===== config.mk =====
export PLATFORM = sky130hd
export DESIGN_NAME = rr_arb_mux
export DESIGN_NICKNAME = d
export VERILOG_FILES = /design/src/rtl/rr_arb_mux.sv
export SDC_FILE = /design/constraint.sdc
export NUM_CORES = 1
export LEC_CHECK = 0
export BUFFER_PORTS_ARGS = -buffer_cell sky130_fd_sc_hd__buf_2
export CAP_MARGIN = 20
export CORE_MARGIN = 2
export CORE_UTILIZATION = 42
export CTS_CLUSTER_SIZE = 20
export DETAILED_ROUTE_END_ITERATION = 7
export PLACE_DENSITY = 0.77
export SLEW_MARGIN = 5
export SYNTH_ARGS = -nofsm -noshare
export SYNTH_HDL_FRONTEND = slang
export SYNTH_SLANG_ARGS = --single-unit

===== constraint.sdc =====
create_clock -name clk -period 1.8 [get_ports clk]
set_clock_uncertainty 0.2 [all_clocks]
set_input_delay 0.18 -clock clk [delete_from_list [all_inputs] [get_ports clk]]
set_output_delay 0.18 -clock clk [all_outputs]
set_load 0.01 [all_outputs]

===== src/rtl/rr_arb_mux.sv =====
// rr_arb_mux: CH-channel round-robin valid/ready arbiter with registered output.
// Optional packet locking via macro RR_ARB_MUX_LOCK_EN (adds in_last/out_last).
module rr_arb_mux #(
  parameter int N    = 32,
  parameter int CH   = 2,
  parameter int SELW = (CH > 1) ? $clog2(CH) : 1
) (
  input  logic            clk,
  input  logic            rst,
  input  logic [CH*N-1:0] in_data,
  input  logic [CH-1:0]   in_valid,
`ifdef RR_ARB_MUX_LOCK_EN
  input  logic [CH-1:0]   in_last,
  output logic            out_last,
`endif
  output logic [CH-1:0]   in_ready,
  output logic [N-1:0]    out_data,
  output logic            out_valid,
  input  logic            out_ready,
  output logic [SELW-1:0] out_sel
);

  logic [SELW-1:0] r_ptr;
  logic [N-1:0]    r_data;
  logic            r_valid;
  logic [SELW-1:0] r_sel;

  logic            w_load;
  logic [CH-1:0]   w_req;
  logic [CH-1:0]   w_grant;
  logic            w_any;
  logic [SELW-1:0] w_gidx;
  logic [N-1:0]    w_gdata;

  assign w_load = ~rst & (~r_valid | out_ready);

`ifdef RR_ARB_MUX_LOCK_EN
  logic            r_lock;
  logic [SELW-1:0] r_lock_ch;
  logic            r_last;
  logic [CH-1:0]   w_lock_mask;
  logic            w_glast;

  // While a burst is open only the locked channel may request
  always_comb begin
    w_lock_mask = '0;
    for (int i = 0; i < CH; i++) begin
      w_lock_mask[i] = (SELW'(i) == r_lock_ch);
    end
    w_req = r_lock ? (in_valid & w_lock_mask) : in_valid;
  end

  // Pick the in_last bit of the granted channel
  always_comb begin
    w_glast = 1'b1;
    for (int i = 0; i < CH; i++) begin
      if (w_grant[i]) w_glast = in_last[i];
    end
  end

  // Lock tracks open bursts; out_last travels with out_data
  always_ff @(posedge clk) begin
    if (rst) begin
      r_lock    <= 1'b0;
      r_lock_ch <= '0;
      r_last    <= 1'b0;
    end else if (w_load && w_any) begin
      r_lock    <= ~w_glast;
      r_lock_ch <= w_gidx;
      r_last    <= w_glast;
    end
  end

  assign out_last = r_last;
`else
  assign w_req = in_valid;
`endif

  // Rotating search starting just after the last granted channel
  always_comb begin
    int j;
    j       = 0;
    w_any   = 1'b0;
    w_gidx  = '0;
    w_gdata = '0;
    w_grant = '0;
    for (int k = 1; k <= CH; k++) begin
      j = int'(r_ptr) + k;
      if (j >= CH) j = j - CH;
      if (!w_any && w_req[j]) begin
        w_any      = 1'b1;
        w_gidx     = SELW'(j);
        w_gdata    = in_data[j*N +: N];
        w_grant[j] = 1'b1;
      end
    end
  end

  assign in_ready = w_grant & {CH{w_load}};

  // Output register and priority pointer advance only on a load
  always_ff @(posedge clk) begin
    if (rst) begin
      r_valid <= 1'b0;
      r_data  <= '0;
      r_sel   <= '0;
      r_ptr   <= SELW'(CH - 1);
    end else if (w_load) begin
      if (w_any) begin
        r_valid <= 1'b1;
        r_data  <= w_gdata;
        r_sel   <= w_gidx;
        r_ptr   <= w_gidx;
      end else begin
        r_valid <= 1'b0;
      end
    end
  end

  assign out_data  = r_data;
  assign out_valid = r_valid;
  assign out_sel   = r_sel;

endmodule

==> reports/metrics.cfg <==
[sta]
setup_viol=0
relSlewSlack_pct=76.9
timing.final.crit_share_pct=96.1
hold_viol=3
rsz0062_at_grt=yes
slew_violations=0
fmax_ghz=0.578
tightest_slew_ps=347
fin_crit_ps=1730
whs_ps=-6.50

[grt]
gr-total-overflow=0
grt_usage_pct=25.6
grt_pass1_vias=1893
grt_max_degree=34
antenna_found_initial=0
grt_pass1_wl_microns=8510

[route]
vias=2048
ant_nets=0
drt-initial-drc-count=125
drc=0
dr.pass1.iters=4
wire_per_inst_microns=15.3
drt-vias-per-instance=5.55
drt_wl_total_microns=5660

[yosys]
synth.distinct_cells=20
synth_area_leaders=dfxtp_1 (43%), a32oi_1 (17%), o211ai_1 (15%)
synth.cell_area_sq_um=1620
synth_nets=241
yosysWarnings=0
synth_area_per_cell_sq_um=9.41
yosysSeqAreaShare_pct=43.3
netlist.area_leader.share_pct=43.3
yosysTopAreaCell=dfxtp_1
ys_ff_latch=35
syn_inst=172

[power]
combPwrFrac_pct=24.8
total_power_mw=1.90
p_int_mw=1.38
ir_worst_vdd_uv=592
p_clk_share_pct=29.8
power_switching_uw=523
p_sw_share_pct=27.6
power_frac_seq_pct=45.4
power_density_nw_per_um2=690
p_leak_nw=1.21

[clocking]
cts_tree=built
cts_buffers=5
insertion_delay_ps=280
clk_pin_slew_ps=70
cts-root-buf=clkbuf_8
cts_sinks=35
htree_num_levels=2
clockBufferDepth=2

[layout]
fin_area_sq_um=2750
layout_commonest_cell=buf_2
antennaDiodeCount=0
fillers=267
layout_common_cells=buf_2 (104), dlygate4sd3_1 (46), dfxtp_1 (35)
stdcell_count=369
nNetsFinal=390
drive_above_1_share_pct=41.1
area_delta_synth_final_pct=70.1

[setup_path]
cp_max_fo=7
end_kind=primary output
crit_path_start_kind=flip-flop
cp.arrival_ps=1350
timing_worst_setup_path_type=reg -> out
cp_data_required_time_ps=1420

[floorplanning]
row_count=22
die_h_microns=66.1
initial_core_util_pct=43.9
die_width_microns=66.1
die_area_sq_um=4360
core_area_sq_um=3690
pin_count=105

[flow_run]
maxCapViolations=0

[placed_design]
place_congestion=0.733
dp_hpwl_microns=3270
placement.io_buffers=104
post-place-cells=311
placed_cell_area_sq_um=2150

[hold_path]
holdCritPathClass=in -> reg

[run_status]
violations=hold timing
status=finished with violations

[path summary, 6_finish.rpt]
path | startpoint | to | slack (ps) | cells after the start
setup / recovery | r_ptr | in_ready[0] | 70 | 5
hold / removal | in_data[30] | out_data[30] | -7 | 3
setup reg to reg | out_valid | out_data[28] | 280 | 3
hold reg to reg | out_sel | out_sel | 290 | 2
[cell type report]
| cell class | count | area, sq um | area share, % |
|---|---|---|---|
| Multi-Input combinational cell | 111 | 791 | 28.7 |
| Inverter | 2 | 7.51 | 0.273 |
| Sequential cell | 35 | 701 | 25.5 |
| Clock buffer | 6 | 82.6 | 3.00 |
| Timing Repair Buffer | 166 | 1100 | 40.2 |
| Tap cell | 48 | 60.1 | 2.18 |
| Clock inverter | 1 | 5.00 | 0.182 |
[registers in the layout, indices dropped and copies added (netlist names)]
name and cells:
r_ptr 1, out_valid 1, out_sel 1, out_data 32
[timing repair]
action,CTS,global route
endpoints found under the setup margin,0,2
hold endpoints to repair,34,0
gates resized for setup,0,2
hold buffers,46,0
setup buffers,0,5
[power groups by stage]
stage	registers [mW]	clock network, mW	logic [mW]
global placement	0.877	0	0.370
CTS	0.861	0.572	0.451
detailed placement	0.878	0	0.375
floorplan	0.903	0	0.179
finish	0.863	0.566	0.471
global route	0.870	0.620	0.509
[per-stage QoR]
stage / worst slack (ps) / utilization, % / TNS [ps]
floorplan: 271 / - / 0
global placement: 303 / 58.4 / 0
detailed placement: 261 / 58.4 / 0
CTS: 44.2 / 73.3 / 0
global route: -6.35 / 74.6 / -6.35
finish: 70.9 / 74.6 / 0
[per-layer routing]
metal	track usage [%]	vias up	routed length (microns)
met5	0	-	0
met4	11.5	0	161
met3	5.28	15	364
met2	48.0	94	2940
met1	27.2	943	2190
li1	-	996	-
[critical path: stages (launching register included)]
cell	delay [ps]
dfxtp_1	390
nand2b_1	160
buf_6	140
nand2_1	50
nor3_1	160
buf_2	170
[cells by family after synthesis]
| group | after synthesis | share of synthesized area, % |
|---|---|---|
| buf+inv | 26 | 8.27 |
| compound gates | 102 | 44.5 |
| flops | 35 | 43.3 |
| simple gates | 9 | 3.94 |
[cells in the mapped netlist]
cell and count:
buf_2 5, nand2b_1 1, nor2b_4 1, and3_1 1, or2b_1 1, a21oi_1 2, inv_1 1, nand2_1 2
clkbuf_1 15, or3_4 1, a21boi_2 1, o211ai_1 33, dfxtp_1 35, buf_6 4, nor2_2 1, inv_2 1
nor3_1 1, o21ai_1 33, o21ai_0 1, a32oi_1 32
No activity file was read; power rests on OpenSTA's default activity.
